`src/rtl/affine_alu_sequencer.sv`:
```
// Sequencer that time-shares one combinational ALU to evaluate a fixed 2-D affine transform.
// Optional build macro AFFINE_SAT_EN: saturate every RADD step on signed overflow instead of wrapping.

`ifndef DATA_BUS_SIZE
`define DATA_BUS_SIZE 8
`endif
`ifndef ALU_CODE_SIZE
`define ALU_CODE_SIZE 3
`endif
`ifndef RA
`define RA    3'b000
`endif
`ifndef RB
`define RB    3'b001
`endif
`ifndef RADD
`define RADD  3'b010
`endif
`ifndef RSUB
`define RSUB  3'b011
`endif
`ifndef RMULT
`define RMULT 3'b100
`endif

module affine_alu_sequencer #(
  parameter int                  n             = `DATA_BUS_SIZE,
  parameter int                  alu_code_size = `ALU_CODE_SIZE,
  parameter logic [n-1:0]        A11           = 8'h60,
  parameter logic [n-1:0]        A12           = 8'h40,
  parameter logic [n-1:0]        A21           = 8'hC0,
  parameter logic [n-1:0]        A22           = 8'h60,
  parameter int                  B1            = 5,
  parameter int                  B2            = 12
) (
  input  logic                     clk,
  input  logic                     reset,
  input  logic                     start,
  input  logic [n-1:0]             x_in,
  input  logic [n-1:0]             y_in,
  output logic                     ready,
  output logic                     done,
  output logic [n-1:0]             x_out,
  output logic [n-1:0]             y_out,
  output logic [n-1:0]             alu_a,
  output logic [n-1:0]             alu_b,
  output logic [alu_code_size-1:0] alu_func,
  input  logic [n-1:0]             alu_result,
  output logic [3:0]               o_state_dbg
);

  typedef enum logic [3:0] {
    IDLE = 4'd0,
    MX1  = 4'd1,
    MX2  = 4'd2,
    AX   = 4'd3,
    BX   = 4'd4,
    MY1  = 4'd5,
    MY2  = 4'd6,
    AY   = 4'd7,
    BY   = 4'd8
  } state_t;

  localparam logic [n-1:0] W_B1 = B1[n-1:0];
  localparam logic [n-1:0] W_B2 = B2[n-1:0];

  state_t         r_state;
  state_t         w_next;
  logic [n-1:0]   r_x;
  logic [n-1:0]   r_y;
  logic [n-1:0]   r_acc;
  logic [n-1:0]   r_prod;
  logic [n-1:0]   r_xreg;
  logic [n-1:0]   r_x_out;
  logic [n-1:0]   r_y_out;
  logic           r_done;
  logic [n-1:0]   w_wb;

  // Handshake: start is honoured only on an edge where ready is high; done is a
  // one-cycle pulse coinciding with the atomic update of x_out/y_out.
  assign ready       = (r_state == IDLE);
  assign done        = r_done;
  assign x_out       = r_x_out;
  assign y_out       = r_y_out;
  assign o_state_dbg = r_state;

  // ALU drive is a pure function of state and the latched operands.
  always_comb begin
    w_next   = r_state;
    alu_a    = '0;
    alu_b    = '0;
    alu_func = `RB;
    case (r_state)
      IDLE: begin
        if (start) w_next = MX1;
      end
      MX1: begin
        alu_a    = A11;
        alu_b    = r_x;
        alu_func = `RMULT;
        w_next   = MX2;
      end
      MX2: begin
        alu_a    = A12;
        alu_b    = r_y;
        alu_func = `RMULT;
        w_next   = AX;
      end
      AX: begin
        alu_a    = r_acc;
        alu_b    = r_prod;
        alu_func = `RADD;
        w_next   = BX;
      end
      BX: begin
        alu_a    = r_acc;
        alu_b    = W_B1;
        alu_func = `RADD;
        w_next   = MY1;
      end
      MY1: begin
        alu_a    = A21;
        alu_b    = r_x;
        alu_func = `RMULT;
        w_next   = MY2;
      end
      MY2: begin
        alu_a    = A22;
        alu_b    = r_y;
        alu_func = `RMULT;
        w_next   = AY;
      end
      AY: begin
        alu_a    = r_acc;
        alu_b    = r_prod;
        alu_func = `RADD;
        w_next   = BY;
      end
      BY: begin
        alu_a    = r_acc;
        alu_b    = W_B2;
        alu_func = `RADD;
        w_next   = IDLE;
      end
      default: w_next = IDLE;
    endcase
  end

`ifdef AFFINE_SAT_EN
  logic w_ovf;
  // Signed overflow: equal operand signs with a result of the other sign.
  always_comb begin
    w_ovf = (alu_func == `RADD) && (alu_a[n-1] == alu_b[n-1]) &&
            (alu_result[n-1] != alu_a[n-1]);
    w_wb  = alu_result;
    if (w_ovf) w_wb = alu_a[n-1] ? {1'b1, {(n-1){1'b0}}} : {1'b0, {(n-1){1'b1}}};
  end
`else
  assign w_wb = alu_result;
`endif

  always_ff @(posedge clk) begin
    if (reset) begin
      r_state <= IDLE;
      r_x     <= '0;
      r_y     <= '0;
      r_acc   <= '0;
      r_prod  <= '0;
      r_xreg  <= '0;
      r_x_out <= '0;
      r_y_out <= '0;
      r_done  <= 1'b0;
    end else begin
      r_state <= w_next;
      r_done  <= 1'b0;
      case (r_state)
        IDLE: begin
          if (start) begin
            r_x <= x_in;
            r_y <= y_in;
          end
        end
        MX1, AX, MY1, AY: r_acc  <= w_wb;
        MX2, MY2:         r_prod <= w_wb;
        BX:               r_xreg <= w_wb;
        BY: begin
          r_x_out <= r_xreg;
          r_y_out <= w_wb;
          r_done  <= 1'b1;
        end
        default: ;
      endcase
    end
  end

endmodule

```
`config.mk`:
```
export PLATFORM = sky130hd
export DESIGN_NAME = affine_alu_sequencer
export DESIGN_NICKNAME = d
export VERILOG_FILES = /design/src/rtl/affine_alu_sequencer.sv
export SDC_FILE = /design/constraint.sdc
export NUM_CORES = 1
export LEC_CHECK = 0
export CAP_MARGIN = 20
export CORE_MARGIN = 5
export CORE_UTILIZATION = 50
export CTS_BUF_LIST = sky130_fd_sc_hd__clkbuf_2 sky130_fd_sc_hd__clkbuf_4 sky130_fd_sc_hd__clkbuf_8
export DETAILED_ROUTE_END_ITERATION = 16
export PLACE_DENSITY_LB_ADDON = 0.12
export SYNTH_ARGS = -nofsm -noshare
export SYNTH_HDL_FRONTEND = slang
export SYNTH_SLANG_ARGS = --single-unit
```
`constraint.sdc`:
```
create_clock -name clk -period 2.31 [get_ports clk]
set_input_delay 0.462 -clock clk [delete_from_list [all_inputs] [get_ports clk]]
set_output_delay 0.462 -clock clk [all_outputs]
set_load 0.005 [all_outputs]
```
# After elaboration in Yosys (flattened, before gate mapping)
# Index checks and enable logic that the tools add are counted.
[totals]
output_inout_bits = 41
reg_bits = 61
word_cells = 33
in_bits = 27
[classes]
reduce_logical = 9
muxes = 6
n_eq_ne = 9
[op_table]
columns = ["cell", "count"]
rows = [
  ["one-hot mux 8 bit (5 select lines)", 1],
  ["one-hot mux 4 bit (8 select lines)", 1],
  ["one-hot mux 8 bit (4 select lines)", 1],
  ["equality test 4 x 3 -> 1 bit, second input constant", 4],
  ["OR reduction 4 bit", 3],
  ["equality test 4 x 2 -> 1 bit, second input constant", 2],
  ["OR reduction 2 bit", 4],
  ["one-hot mux 3 bit (2 select lines)", 1],
  ["equality test 4 x 1 -> 1 bit, second input constant", 1],
  ["equality test 4 bit, second input constant", 1],
  ["zero test 4 bit", 1],
  ["2-to-1 mux 4 bit", 1],
  ["inequality test 2 bit, second input constant", 1],
  ["AND reduction 2 bit", 1],
  ["2-to-1 mux 1 bit", 1],
]

# Longest topological paths before layout
# Gate-level depths: netlist of run 1.
[logic_depth]
word_depth = 3
ltp_mapped = 6

# Least setup slack after synthesis of run 1
# No wires, ideal clock.
[synth_timing]
kind = "register to output"
start = "reg r_state[3] (netlist: o_state_dbg[3])"
end = "out alu_a[0]"
stages_incl_launch_ff = 6
n_path_buf = 2
required_time_ps = 1848
path_slack_ps = 463
arrival_time_ps = 1385
path_cell_list = "dfxtp_1 > buf_6 > or4b_1 > buf_6 > o211ai_4 > and2_1"
[synth_between]
elab_chain_cells = 3
[synth_rtl]
columns = ["element", "line_no", "rtl"]
rows = [
  ["start: declaration", "67", "state_t r_state;"],
  ["start signal: assignment", "174", "r_state <= w_next;"],
  ["equality test 4 bit, or another cell as far along", "93", "case (r_state)"],
  ["OR reduction 4 bit (no source line) / OR reduction 2 bit (equally long branches)", "n/a", ""],
  ["one-hot mux 8 bit (4 select lines) (*)", "93", ""],
  ["end: declaration", "45", "output logic [n-1:0] alu_a,"],
]
# Mark *: on every way between the ends. The rest lies on a longest branch, timed or not.

# Final worst setup path of run 1
[layout_timing]
start = "reg r_state[1] (netlist: o_state_dbg[1])"
end = "out alu_a[6]"
# Same word-level chain as after synthesis.

==> report_table.html, run 1 <==
<table>
<tr><th>Metric</th><th>Value</th></tr>
<tr><th colspan="2">Run status</th></tr>
<tr><td>Outcome</td><td>finished with violations</td></tr>
<tr><td>Violated checks</td><td>negative setup slack</td></tr>
<tr><th colspan="2">Die</th></tr>
<tr><td>Die Y</td><td>83.9 um</td></tr>
<tr><td>Die outline area</td><td>0.00704 sq mm</td></tr>
<tr><td>Initial Util</td><td>0.505</td></tr>
<tr><td>Site Rows</td><td>27</td></tr>
<tr><td># IOs</td><td>68</td></tr>
<tr><td>Standard cell core area</td><td>0.00541 sq mm</td></tr>
<tr><td>Die Span X</td><td>83.9 um</td></tr>
<tr><th colspan="2">CTS</th></tr>
<tr><td>H-tree level count</td><td>3</td></tr>
<tr><td>Total clock buffers created by CTS</td><td>9</td></tr>
<tr><td>Insertion delay to the later sink of the worst-skew pair</td><td>0.34 ns</td></tr>
<tr><td>Root Driver</td><td>clkbuf_8</td></tr>
<tr><td>Cts-stage hold buffer count</td><td>0</td></tr>
<tr><td>Clock-pin slew on the worst setup and hold paths</td><td>0.07 ns</td></tr>
<tr><td>Maximum number of buffers from clock root to sink</td><td>2</td></tr>
<tr><td>TritonCTS sink count</td><td>61</td></tr>
<tr><td>TritonCTS clock tree</td><td>built</td></tr>
<tr><th colspan="2">Logic synthesis</th></tr>
<tr><td>Synthesized area per cell</td><td>8.62 sq um</td></tr>
<tr><td>Fraction of the mapped netlist area in compound gates</td><td>0.202</td></tr>
<tr><td>Gate count after technology mapping</td><td>317</td></tr>
<tr><td>Largest family of logic cells by synthesized area</td><td>simple AND/OR/NAND/NOR gates</td></tr>
<tr><td>Syn nets</td><td>344</td></tr>
<tr><td>Number of unique standard cell types used by synthesis</td><td>35</td></tr>
<tr><td>Post-synthesis simple-gate area fraction</td><td>0.214</td></tr>
<tr><td>Syn. warnings</td><td>0</td></tr>
<tr><td>Share of synthesized area occupied by flip-flops and latches</td><td>0.447</td></tr>
<tr><td>Share of the synthesized area in the top cell type</td><td>0.447</td></tr>
<tr><td>Top area cells in the synthesized netlist</td><td>dfxtp_1 (45%), nand2_1 (9.3%), a21oi_1 (9.0%), a21bo_2 (5.9%), mux2i_1 (3.3%)</td></tr>
<tr><td>Register bit total from synthesis</td><td>61</td></tr>
<tr><td>Cell area after synthesis</td><td>0.00273 sq mm</td></tr>
<tr><td>Proportion of synthesized area in mux cells</td><td>0.0701</td></tr>
<tr><td>Leading area contributor after synthesis</td><td>dfxtp_1</td></tr>
<tr><td>Parity-gate share of the synthesized area counting xor and xnor cells</td><td>0.00641</td></tr>
<tr><td>Adder-cell area share of the yosys netlist</td><td>0</td></tr>
<tr><th colspan="2">Route</th></tr>
<tr><td>Antenna viol nets, final</td><td>0</td></tr>
<tr><td>Detailed-routing iteration count for the pre-antenna-repair pass</td><td>4</td></tr>
<tr><td>DRC marker count from the first detailed-route iteration</td><td>110</td></tr>
<tr><td>Final routed wirelength across all metal layers</td><td>6830 um</td></tr>
<tr><td>Post-route DRC</td><td>0</td></tr>
<tr><td>Routed vias</td><td>2470</td></tr>
<tr><td>Ratio of routed vias to standard cells</td><td>5.21</td></tr>
<tr><td>Routed wire per std cell</td><td>14.4 um</td></tr>
<tr><th colspan="2">Placed design</th></tr>
<tr><td>Number of buffers inserted by port buffering</td><td>67</td></tr>
<tr><td>Placed wire-length estimate</td><td>4660 um</td></tr>
<tr><td>Global placement routability congestion</td><td>0.811</td></tr>
<tr><td>Area after detailed placement</td><td>0.00349 sq mm</td></tr>
<tr><th colspan="2">STA</th></tr>
<tr><td>Smallest setup slack after layout</td><td>-0.0969 ns</td></tr>
<tr><td>Setup violations, final</td><td>2</td></tr>
<tr><td>Setup TNS Final</td><td>-0.105 ns</td></tr>
<tr><td>Final-report max-slew violation count</td><td>0</td></tr>
<tr><td>Setup repair after global routing missed its margin</td><td>yes</td></tr>
<tr><td>Final number of hold-violating endpoints</td><td>0</td></tr>
<tr><td>Hold Slack</td><td>0.454 ns</td></tr>
<tr><td>Worst slew margin</td><td>0.468</td></tr>
<tr><td>Highest attainable clock frequency</td><td>415 MHz</td></tr>
<tr><td>Slew at the pin with the worst max-slew slack</td><td>0.798 ns</td></tr>
<tr><td>Clock period minus final worst setup slack</td><td>2.41 ns</td></tr>
<tr><td>Fraction of the cycle the final worst path needs</td><td>1.04</td></tr>
<tr><td>Setup Skew</td><td>0.00674 ns</td></tr>
<tr><th colspan="2">Power</th></tr>
<tr><td>Leak pwr</td><td>1.49 nW</td></tr>
<tr><td>Pwr/cell area</td><td>733 mW/mm^2</td></tr>
<tr><td>Power Total</td><td>2.80 mW</td></tr>
<tr><td>Worst IR drop on VDD</td><td>0.489 mV</td></tr>
<tr><th colspan="2">Global route</th></tr>
<tr><td>Initial antenna violation count</td><td>0</td></tr>
<tr><td>First-pass GRT wire length</td><td>11100 um</td></tr>
<tr><td>Via count of the first global-routing pass</td><td>2397</td></tr>
<tr><td>Pin count of the biggest net entering global routing</td><td>44</td></tr>
<tr><td>Global Route Usage Sum</td><td>0.197</td></tr>
<tr><td>Remaining global-route overflow</td><td>0</td></tr>
<tr><th colspan="2">Layout</th></tr>
<tr><td>Number of diodes</td><td>0</td></tr>
<tr><td>Cell area after layout</td><td>0.00382 sq mm</td></tr>
<tr><td>Net total in the final layout</td><td>424</td></tr>
<tr><td>Final Util</td><td>0.707</td></tr>
<tr><td>Area Overhead vs Synth</td><td>39.9%</td></tr>
<tr><td>Share of layout cells above drive strength 1</td><td>0.226</td></tr>
<tr><th colspan="2">Setup path</th></tr>
<tr><td>Arr. time, crit path</td><td>1.94 ns</td></tr>
<tr><td>Worst Path Max Fanout</td><td>12</td></tr>
<tr><td>Data required time of the worst path</td><td>1.85 ns</td></tr>
<tr><td>Worst Setup Path Type</td><td>flip-flop to primary output</td></tr>
<tr><td>Critical Path Sink Type</td><td>primary output</td></tr>
<tr><td>Critical path launch point type</td><td>flip-flop</td></tr>
<tr><th colspan="2">Worst hold path</th></tr>
<tr><td>Worst min-delay path category</td><td>flip-flop to flip-flop</td></tr>
<tr><th colspan="2">Run</th></tr>
<tr><td>Max-Cap Viols</td><td>0</td></tr>
</table>
-- cell usage after synthesis --
cell type,n
xor2_1,1
buf_6,3
a211oi_1,1
and2_1,5
buf_2,9
mux2_2,7
a2111oi_0,1
nor3_1,2
o32ai_1,1
dfxtp_1,61
xnor2_1,1
mux2i_1,9
nand2_1,68
clkbuf_1,13
a21bo_2,16
nand3_1,17
o211ai_4,1
inv_1,2
buf_4,3
a221oi_1,1
nor3b_1,2
nor2b_1,4
a21o_1,1
nor4b_4,2
nand2b_1,1
o21a_1,1
o21ai_0,6
nor4_4,1
or4b_1,2
a22oi_1,6
nor4b_1,1
a21oi_1,49
buf_1,2
mux4_2,1
nor2_1,16
-- stage by stage --
step                      worst slack (ns)  cells
after floorplan                      0.463    317
final                              -0.0969    474
after detailed placement            0.0541    448
after CTS                           -0.145    470
after global routing                -0.164    474
after global placement              0.0693    448
-- timing repair --
action / in CTS / in global routing
buffers inserted: 5 / 4
hold endpoints to repair: 0 / 0
pin swaps: 8 / 2
gates resized for setup: 28 / 16
cloned: 1 / 0
endpoints found under the setup margin: 18 / 7
-- where the power goes --
part / total (mW) / leakage [nW] / switching (mW) / internal, mW
logic: 0.594 / 0.882 / 0.281 / 0.313
clock network: 1.05 / 0.112 / 0.416 / 0.634
registers: 1.16 / 0.498 / 0.0421 / 1.12
total: 2.80 / 1.49 / 0.738 / 2.06
-- registers in the layout, indices dropped and copies added, names as in the netlist --
register / cells
r_prod: 8
x_out: 8
y_out: 8
r_x: 8
done: 1
r_acc: 8
r_xreg: 8
r_y: 8
o_state_dbg: 4
-- placed cells by master, fill, tap and decap left out, types with 2 or more instances in the layout --
cell type,instances
buf_6,6
buf_2,3
bufinv_16,2
dlymetal6s2s_1,2
dfxtp_1,57
nor2b_1,2
clkbuf_2,4
and2_1,5
nand2_1,68
or4b_4,2
dlygate4sd2_1,10
nor3b_1,2
nand3_1,17
mux2_2,7
buf_4,24
nor2_1,16
clkinv_2,2
clkdlybuf4s50_1,49
mux2i_1,9
inv_1,2
clkbuf_8,10
a21oi_1,49
nor2b_2,2
a22oi_1,6
o21ai_0,6
nor3_1,2
a21bo_2,16
dfxtp_2,3
nor4b_4,2
-- layer usage --
| metal | track usage | vias to the layer above | wire [um] |
|---|---|---|---|
| met2 | 0.328 | 45 | 3300 |
| met1 | 0.242 | 1169 | 3160 |
| met3 | 0.0444 | 11 | 239 |
| met4 | 0.0877 | 0 | 129 |
| li1 | - | 1245 | - |
| met5 | 0 | - | 0 |
-- critical path, stage by stage (launching register included) --
cell and delay (ns):
dfxtp_2 0.35, buf_6 0.15, nor4b_4 0.34, buf_4 0.17
a21o_1 0.11, clkdlybuf4s50_1 0.49
-- final timing paths --
check,start,to,slack [ns],cells after the start
min reg2reg,r_acc[1],r_acc[1],0.45,2
max,o_state_dbg[1],alu_a[6],-0.1,5
min,r_acc[1],r_acc[1],0.45,2
max reg2reg,o_state_dbg[2],r_y[0],0.68,5
-- cell type report --
class / instances / area (sq um)
Sequential cell: 61 / 1230
Inverter: 2 / 7.51
Fill cell: 458 / 1590
Clock inverter: 6 / 86.3
Multi-Input combinational cell: 224 / 1360
Timing Repair Buffer: 99 / 906
Tap cell: 72 / 90.1
Clock buffer: 10 / 138
-- logic make-up after synthesis --
group                     after synthesis
and+or+nand+nor                       121
buffers and inverters                  32
AOI/OAI and AO/OA                      84
xor gates and xnor gates                2
DFF                                    61
muxes                                  17
Note: power is estimated with default switching activity, not from simulation.
==> run 2, diff against run 1 <==
--- a/config.mk
+++ b/config.mk
@@ -6,10 +6,13 @@
 export NUM_CORES = 1
 export LEC_CHECK = 0
 export CAP_MARGIN = 20
+export CORE_ASPECT_RATIO = 0.6
 export CORE_MARGIN = 5
 export CORE_UTILIZATION = 50
 export CTS_BUF_LIST = sky130_fd_sc_hd__clkbuf_2 sky130_fd_sc_hd__clkbuf_4 sky130_fd_sc_hd__clkbuf_8
+export CTS_CLUSTER_SIZE = 30
 export DETAILED_ROUTE_END_ITERATION = 16
+export GPL_TIMING_DRIVEN = 0
 export PLACE_DENSITY_LB_ADDON = 0.12
 export SYNTH_ARGS = -nofsm -noshare
 export SYNTH_HDL_FRONTEND = slang
==> run 2 against run 1 <==
  * The run still ends with negative setup slack left
  * Total power decreased by 1.0%
  * Largest cell class unchanged
  * Via count increased by 7.8%
  * Core utilization increased by 5.0 points
  * Combinational power increased by 13%
  * Cell count increased by 1.7%
  * Worst hold slack improved by 0.0036 ns
  * Register-to-register slack got worse by 0.14 ns
  * Critical path depth increased by 1
  * Critical endpoint is now alu_a[5]
  * Clock skew increased by 0.00086 ns
==> report_table.html, run 2 (synthesis gave the netlist of run 1 again) <==
<table>
<tr><th>Metric</th><th>Value</th></tr>
<tr><th colspan="2">Run status</th></tr>
<tr><td>Outcome</td><td>finished with violations</td></tr>
<tr><td>Violated checks</td><td>negative setup slack</td></tr>
<tr><th colspan="2">STA</th></tr>
<tr><td>Setup violations, final</td><td>1</td></tr>
<tr><td>Hold Slack</td><td>0.457 ns</td></tr>
<tr><td>Worst slew margin</td><td>0.647</td></tr>
<tr><td>Setup Skew</td><td>0.00761 ns</td></tr>
<tr><td>Slew at the pin with the worst max-slew slack</td><td>0.527 ns</td></tr>
<tr><td>Final-report max-slew violation count</td><td>0</td></tr>
<tr><td>Setup repair after global routing missed its margin</td><td>yes</td></tr>
<tr><td>Smallest setup slack after layout</td><td>-0.0263 ns</td></tr>
<tr><td>Final number of hold-violating endpoints</td><td>0</td></tr>
<tr><td>Highest attainable clock frequency</td><td>428 MHz</td></tr>
<tr><td>Fraction of the cycle the final worst path needs</td><td>1.01</td></tr>
<tr><td>Clock period minus final worst setup slack</td><td>2.34 ns</td></tr>
<tr><th colspan="2">Setup path</th></tr>
<tr><td>Arr. time, crit path</td><td>1.87 ns</td></tr>
<tr><td>Data required time of the worst path</td><td>1.85 ns</td></tr>
<tr><td>Worst Path Max Fanout</td><td>9</td></tr>
<tr><td>Startpoint of the worst register-to-register path</td><td>o_state_dbg[0]</td></tr>
<tr><td>Length in cells of the worst reg-to-reg path</td><td>8</td></tr>
<tr><td>Terminus of the critical flop-to-flop path</td><td>r_x[5]</td></tr>
<tr><td>Critical Path Sink Type</td><td>primary output</td></tr>
<tr><td>Worst reg2reg setup slack</td><td>0.54 ns</td></tr>
<tr><td>Critical path launch point type</td><td>flip-flop</td></tr>
<tr><td>Worst Setup Path Type</td><td>flip-flop to primary output</td></tr>
<tr><th colspan="2">Route</th></tr>
<tr><td>DRC marker count from the first detailed-route iteration</td><td>179</td></tr>
<tr><td>Post-route DRC</td><td>0</td></tr>
<tr><td>Antenna viol nets, final</td><td>0</td></tr>
<tr><td>Routed vias</td><td>2662</td></tr>
<tr><td>Detailed-routing iteration count for the pre-antenna-repair pass</td><td>5</td></tr>
<tr><td>Final routed wirelength across all metal layers</td><td>8180 um</td></tr>
<tr><td>Ratio of routed vias to standard cells</td><td>5.52</td></tr>
<tr><td>Routed wire per std cell</td><td>17.0 um</td></tr>
<tr><th colspan="2">Power</th></tr>
<tr><td>Power Total</td><td>2.77 mW</td></tr>
<tr><td>Pwr/cell area</td><td>707 mW/mm^2</td></tr>
<tr><td>Leak pwr</td><td>1.52 nW</td></tr>
<tr><td>Worst IR drop on VDD</td><td>0.365 mV</td></tr>
<tr><th colspan="2">CTS</th></tr>
<tr><td>Total clock buffers created by CTS</td><td>9</td></tr>
<tr><td>Insertion delay to the later sink of the worst-skew pair</td><td>0.33 ns</td></tr>
<tr><td>TritonCTS sink count</td><td>61</td></tr>
<tr><td>TritonCTS clock tree</td><td>built</td></tr>
<tr><td>Clock-pin slew on the worst setup and hold paths</td><td>0.07 ns</td></tr>
<tr><td>Root Driver</td><td>clkbuf_8</td></tr>
<tr><td>Maximum number of buffers from clock root to sink</td><td>2</td></tr>
<tr><td>H-tree level count</td><td>3</td></tr>
<tr><td>Cts-stage hold buffer count</td><td>0</td></tr>
<tr><th colspan="2">Layout</th></tr>
<tr><td>Most frequent cells in the layout</td><td>nand2_1 (68), dfxtp_1 (57), a21oi_1 (49)</td></tr>
<tr><td>Cell area after layout</td><td>0.00392 sq mm</td></tr>
<tr><td>Number of fill cells in the layout</td><td>388</td></tr>
<tr><td>Net total in the final layout</td><td>438</td></tr>
<tr><td>Number of diodes</td><td>0</td></tr>
<tr><td>Most common cell after layout, fill and taps aside</td><td>nand2_1</td></tr>
<tr><td>Final instance count without filler cells</td><td>482</td></tr>
<tr><td>Share of layout cells above drive strength 1</td><td>0.243</td></tr>
<tr><td>Area Overhead vs Synth</td><td>43.6%</td></tr>
<tr><th colspan="2">Placed design</th></tr>
<tr><td>Global placement routability congestion</td><td>0.814</td></tr>
<tr><td>Placed wire-length estimate</td><td>5350 um</td></tr>
<tr><td>Placed cell count</td><td>448</td></tr>
<tr><td>Area after detailed placement</td><td>0.00346 sq mm</td></tr>
<tr><td>Number of buffers inserted by port buffering</td><td>65</td></tr>
<tr><th colspan="2">Die</th></tr>
<tr><td>Die Y</td><td>67.3 um</td></tr>
<tr><td>Die Span X</td><td>105 um</td></tr>
<tr><td>Initial Util</td><td>0.527</td></tr>
<tr><td># IOs</td><td>68</td></tr>
<tr><td>Die outline area</td><td>0.00709 sq mm</td></tr>
<tr><td>Site Rows</td><td>20</td></tr>
<tr><td>Standard cell core area</td><td>0.00518 sq mm</td></tr>
<tr><th colspan="2">Global route</th></tr>
<tr><td>Global Route Usage Sum</td><td>0.240</td></tr>
<tr><td>Initial antenna violation count</td><td>0</td></tr>
<tr><td>First-pass GRT wire length</td><td>13200 um</td></tr>
<tr><td>Pin count of the biggest net entering global routing</td><td>13</td></tr>
<tr><td>Via count of the first global-routing pass</td><td>2670</td></tr>
<tr><td>Remaining global-route overflow</td><td>0</td></tr>
<tr><th colspan="2">Worst hold path</th></tr>
<tr><td>Depth of the worst hold-timing path</td><td>2</td></tr>
<tr><td>Hold EP</td><td>y_out[5]</td></tr>
<tr><td>Worst min-delay path category</td><td>flip-flop to flip-flop</td></tr>
<tr><td>Startpoint of the lowest-slack hold path</td><td>y_out[5]</td></tr>
<tr><th colspan="2">Run</th></tr>
<tr><td>Max-Cap Viols</td><td>0</td></tr>
</table>
[run 2: changes by cell type in the layout (fill, tap and decap cells not counted), moves of 3 or more]
cell	previous run	this run
and2_4	0	3
clkdlybuf4s50_1	49	45
buf_6	6	9
clkbuf_2	4	1
buf_8	0	5
and2_1	5	2
clkbuf_1	0	11
buf_4	24	20
o21ai_0	6	3
buf_2	3	6
[run 2: metal layers]
metal / part of all wire / routed length (um) / global-route usage
met1: 0.45 / 3720 / 0.320
met2: 0.44 / 3630 / 0.380
met3: 0.090 / 739 / 0.0688
met4: 0.011 / 88 / 0.0736
met5: 0 / 0 / 0
[run 2: layout make-up]
type	instances	area (sq um)	area share
Multi-Input combinational cell	224	1400	0.356
Timing Repair Buffer	86	811	0.207
Tap cell	66	82.6	0.0211
Inverter	2	7.51	0.00191
Buffer	27	195	0.0498
Sequential cell	61	1230	0.314
Clock inverter	7	75.1	0.0191
Clock buffer	9	124	0.0316
[run 2: worst max path at each step]
stage / start / end / slack [ns] / cells past startpoint
final: o_state_dbg[0] / alu_a[5] / -0.03 / 6
after global routing: o_state_dbg[0] / alu_a[5] / -0.11 / 6
after CTS: o_state_dbg[0] / alu_a[7] / -0.09 / 6
after detailed placement: o_state_dbg[0] / alu_a[7] / -0.31 / 6
after global placement: o_state_dbg[0] / alu_a[5] / -0.26 / 6
after floorplan: o_state_dbg[3] / alu_a[0] / 0.46 / 5
[run 2: report_power, final]
group / switching [mW] / internal [mW] / total (mW) / leakage (nW)
clock network: 0.435 / 0.503 / 0.938 / 0.104
registers: 0.0450 / 1.11 / 1.16 / 0.498
logic: 0.326 / 0.347 / 0.674 / 0.923
total: 0.807 / 1.97 / 2.77 / 1.52
[run 2: metrics by stage]
stage | setup WS (ns) | setup TNS (ns) | utilization
2_1_floorplan | 0.463 | 0 | -
3_3_place_gp | -0.260 | -1.88 | 0.669
3_5_place_dp | -0.306 | -2.18 | 0.669
4_1_cts | -0.0936 | -0.397 | 0.746
5_1_grt | -0.107 | -0.340 | 0.757
6_report | -0.0263 | -0.0263 | 0.757
[run 2: what timing repair did]
action,in CTS,in global routing
gates resized for setup,87,7
cloned,0,1
pin swaps,9,1
buffers inserted,14,6
endpoints found under the setup margin,20,13
[run 2: critical path, cell delays in order, from the launching register on]
cell and delay [ns]:
dfxtp_2 0.35, buf_8 0.15, buf_8 0.12, mux2_2 0.34
a221oi_2 0.23, o21ai_1 0.09, dlygate4sd2_1 0.27
==> run 3, diff against run 2 <==
--- a/config.mk
+++ b/config.mk
@@ -7,7 +7,6 @@
 export LEC_CHECK = 0
 export CAP_MARGIN = 20
 export CORE_ASPECT_RATIO = 0.6
-export CORE_MARGIN = 5
 export CORE_UTILIZATION = 50
 export CTS_BUF_LIST = sky130_fd_sc_hd__clkbuf_2 sky130_fd_sc_hd__clkbuf_4 sky130_fd_sc_hd__clkbuf_8
 export CTS_CLUSTER_SIZE = 30
==> run 3 against run 2 <==
  * The run still ends with negative setup slack left
  * Critical path depth unchanged
  * Clock power up 26%
  * Setup slack better by 0.025 ns
  * Worst hold slack worse by 0.0030 ns
  * Fmax up 1.1%
  * Clock-buffer cell count up 1
==> report_table.html, run 3 (synthesis gave the netlist of run 1 again) <==
<table>
<tr><th>Metric</th><th>Value</th></tr>
<tr><th colspan="2">Run status</th></tr>
<tr><td>Outcome</td><td>finished with violations</td></tr>
<tr><td>Violated checks</td><td>negative setup slack</td></tr>
<tr><th colspan="2">Route</th></tr>
<tr><td>Final routed wirelength across all metal layers</td><td>8410 um</td></tr>
<tr><td>Detailed-routing iteration count for the pre-antenna-repair pass</td><td>5</td></tr>
<tr><td>Routed wire per std cell</td><td>17.4 um</td></tr>
<tr><td>Post-route DRC</td><td>0</td></tr>
<tr><td>Routed vias</td><td>2748</td></tr>
<tr><td>Antenna viol nets, final</td><td>0</td></tr>
<tr><td>Ratio of routed vias to standard cells</td><td>5.68</td></tr>
<tr><td>DRC marker count from the first detailed-route iteration</td><td>186</td></tr>
<tr><th colspan="2">Die</th></tr>
<tr><td>Standard cell core area</td><td>0.00515 sq mm</td></tr>
<tr><td>Die outline area</td><td>0.00577 sq mm</td></tr>
<tr><td>Die Y</td><td>59.3 um</td></tr>
<tr><td># IOs</td><td>68</td></tr>
<tr><td>Site Rows</td><td>20</td></tr>
<tr><td>Die Span X</td><td>97.4 um</td></tr>
<tr><td>Initial Util</td><td>0.530</td></tr>
<tr><th colspan="2">Global route</th></tr>
<tr><td>First-pass GRT wire length</td><td>12600 um</td></tr>
<tr><td>Remaining global-route overflow</td><td>0</td></tr>
<tr><td>Global Route Usage Sum</td><td>0.292</td></tr>
<tr><td>Via count of the first global-routing pass</td><td>2507</td></tr>
<tr><td>Pin count of the biggest net entering global routing</td><td>12</td></tr>
<tr><td>Initial antenna violation count</td><td>0</td></tr>
<tr><th colspan="2">CTS</th></tr>
<tr><td>Root Driver</td><td>clkbuf_8</td></tr>
<tr><td>H-tree level count</td><td>3</td></tr>
<tr><td>Maximum number of buffers from clock root to sink</td><td>2</td></tr>
<tr><td>TritonCTS clock tree</td><td>built</td></tr>
<tr><td>TritonCTS sink count</td><td>61</td></tr>
<tr><td>Clock-pin slew on the worst setup and hold paths</td><td>0.07 ns</td></tr>
<tr><td>Total clock buffers created by CTS</td><td>9</td></tr>
<tr><td>Insertion delay to the later sink of the worst-skew pair</td><td>0.34 ns</td></tr>
<tr><th colspan="2">STA</th></tr>
<tr><td>Worst slew margin</td><td>0.620</td></tr>
<tr><td>Hold Slack</td><td>0.454 ns</td></tr>
<tr><td>Setup violations, final</td><td>1</td></tr>
<tr><td>Final-report max-slew violation count</td><td>0</td></tr>
<tr><td>Highest attainable clock frequency</td><td>433 MHz</td></tr>
<tr><td>Slew at the pin with the worst max-slew slack</td><td>0.570 ns</td></tr>
<tr><td>Setup Skew</td><td>0.00537 ns</td></tr>
<tr><td>Setup TNS Final</td><td>-0.00153 ns</td></tr>
<tr><td>Clock period minus final worst setup slack</td><td>2.31 ns</td></tr>
<tr><td>Smallest setup slack after layout</td><td>-0.00153 ns</td></tr>
<tr><td>Fraction of the cycle the final worst path needs</td><td>1.00</td></tr>
<tr><td>Final number of hold-violating endpoints</td><td>0</td></tr>
<tr><td>Setup repair after global routing missed its margin</td><td>yes</td></tr>
<tr><th colspan="2">Setup path</th></tr>
<tr><td>Critical-path top delay cell</td><td>dfxtp_4</td></tr>
<tr><td>Critical Path Sink Type</td><td>primary output</td></tr>
<tr><td>Arr. time, crit path</td><td>1.85 ns</td></tr>
<tr><td>Worst Path Max Fanout</td><td>8</td></tr>
<tr><td>Largest delay share family, worst path</td><td>flip-flops</td></tr>
<tr><td>Critical path launch point type</td><td>flip-flop</td></tr>
<tr><td>Cell chain of the critical path</td><td>buf_4 -&gt; clkbuf_16 -&gt; mux2_4 -&gt; a221oi_4 -&gt; o21ai_2 -&gt; buf_2</td></tr>
<tr><td>Total buffers and inverters traversed by the critical path</td><td>3</td></tr>
<tr><td>Data required time of the worst path</td><td>1.85 ns</td></tr>
<tr><td>Biggest cell delay along the critical path</td><td>0.42 ns</td></tr>
<tr><td>Worst Setup Path Type</td><td>flip-flop to primary output</td></tr>
<tr><th colspan="2">Power</th></tr>
<tr><td>Pwr/cell area</td><td>759 mW/mm^2</td></tr>
<tr><td>Worst IR drop on VDD</td><td>0.334 mV</td></tr>
<tr><td>Leak pwr</td><td>1.60 nW</td></tr>
<tr><th colspan="2">Placed design</th></tr>
<tr><td>Placed wire-length estimate</td><td>5080 um</td></tr>
<tr><td>Worst setup slack after placement</td><td>-0.356 ns</td></tr>
<tr><td>Area after detailed placement</td><td>0.00346 sq mm</td></tr>
<tr><td>Global placement routability congestion</td><td>0.775</td></tr>
<tr><td>Number of buffers inserted by port buffering</td><td>65</td></tr>
<tr><th colspan="2">Layout</th></tr>
<tr><td>Final Util</td><td>0.779</td></tr>
<tr><td>Area Overhead vs Synth</td><td>47.1%</td></tr>
<tr><td>Most frequent cells in the layout</td><td>nand2_1 (68), dfxtp_1 (57), a21oi_1 (49)</td></tr>
<tr><td>Net total in the final layout</td><td>440</td></tr>
<tr><td>Most common cell after layout, fill and taps aside</td><td>nand2_1</td></tr>
<tr><td>Number of diodes</td><td>0</td></tr>
<tr><td>Register cell area after layout</td><td>0.00123 sq mm</td></tr>
<tr><td>Cell area after layout</td><td>0.00402 sq mm</td></tr>
<tr><td>Share of layout cells above drive strength 1</td><td>0.261</td></tr>
<tr><td>Number of fill cells in the layout</td><td>356</td></tr>
<tr><td>Area of the multi-input gates</td><td>0.00143 sq mm</td></tr>
<tr><th colspan="2">Worst hold path</th></tr>
<tr><td>Worst min-delay path category</td><td>flip-flop to flip-flop</td></tr>
<tr><th colspan="2">Run</th></tr>
<tr><td>Max-Cap Viols</td><td>0</td></tr>
</table>
-- run 3: cell count changes in the layout (fill, tap and decap cells not counted), sizes merged --
cell and change:
clkdlybuf4s50 +1, bufinv +2, clkbuf +2, clkinvlp +2, dlymetal6s2s +4, clkinv -4
dlygate4sd2 -6, clkdlybuf4s15 -1, buf +3, inv -1
-- run 3: final cells by class --
cell class | count | share of cell area
clock inverters | 6 | 0.0274
well taps | 66 | 0.0206
repair buffers | 90 | 0.210
multi-input cells | 224 | 0.355
inverters | 2 | 0.00187
flip-flops and latches | 61 | 0.307
plain buffers | 25 | 0.0439
clock buffers | 10 | 0.0343
-- run 3: worst register-to-register path: stages, from the launching register on --
cell     delay (ns)
dfxtp_4        0.39
buf_4          0.16
buf_4          0.13
nor4_4         0.24
buf_4          0.21
buf_2          0.24
a21bo_2        0.17
a21oi_1        0.05
-- run 3: layer usage --
metal	part of all wire	up-vias	track usage
li1	-	1281	-
met1	0.45	1317	0.402
met2	0.45	137	0.453
met3	0.088	13	0.0884
met4	0.012	0	0.0798
met5	0	-	0
-- run 3: path summary, 6_finish.rpt --
path	start	endpoint	slack, ns	cells after the start
max	o_state_dbg[0]	alu_a[5]	-0.002	6
min	r_xreg[4]	x_out[4]	0.45	2
max reg2reg	o_state_dbg[0]	r_x[5]	0.58	7
min reg2reg	r_xreg[4]	x_out[4]	0.45	2
-- run 3: where the power goes --
part	internal, mW	switching, mW	total (mW)
Sequential	1.12	0.0541	1.17
Clock	0.744	0.432	1.18
Combinational	0.362	0.341	0.703
-- run 3: through the flow --
stage | cells | total power [mW]
after global placement | 448 | 1.72
after detailed placement | 448 | 1.73
after floorplan | 317 | 1.50
after global routing | 484 | 3.17
after CTS | 478 | 2.97
final | 484 | 3.05
-- run 3: repair_timing --
item / in CTS / in global routing
setup buffers: 16 / 8
endpoints found under the setup margin: 20 / 17
pin swaps: 9 / 7
gates resized for setup: 83 / 19
hold buffers: 0 / 0
cloned: 0 / 1
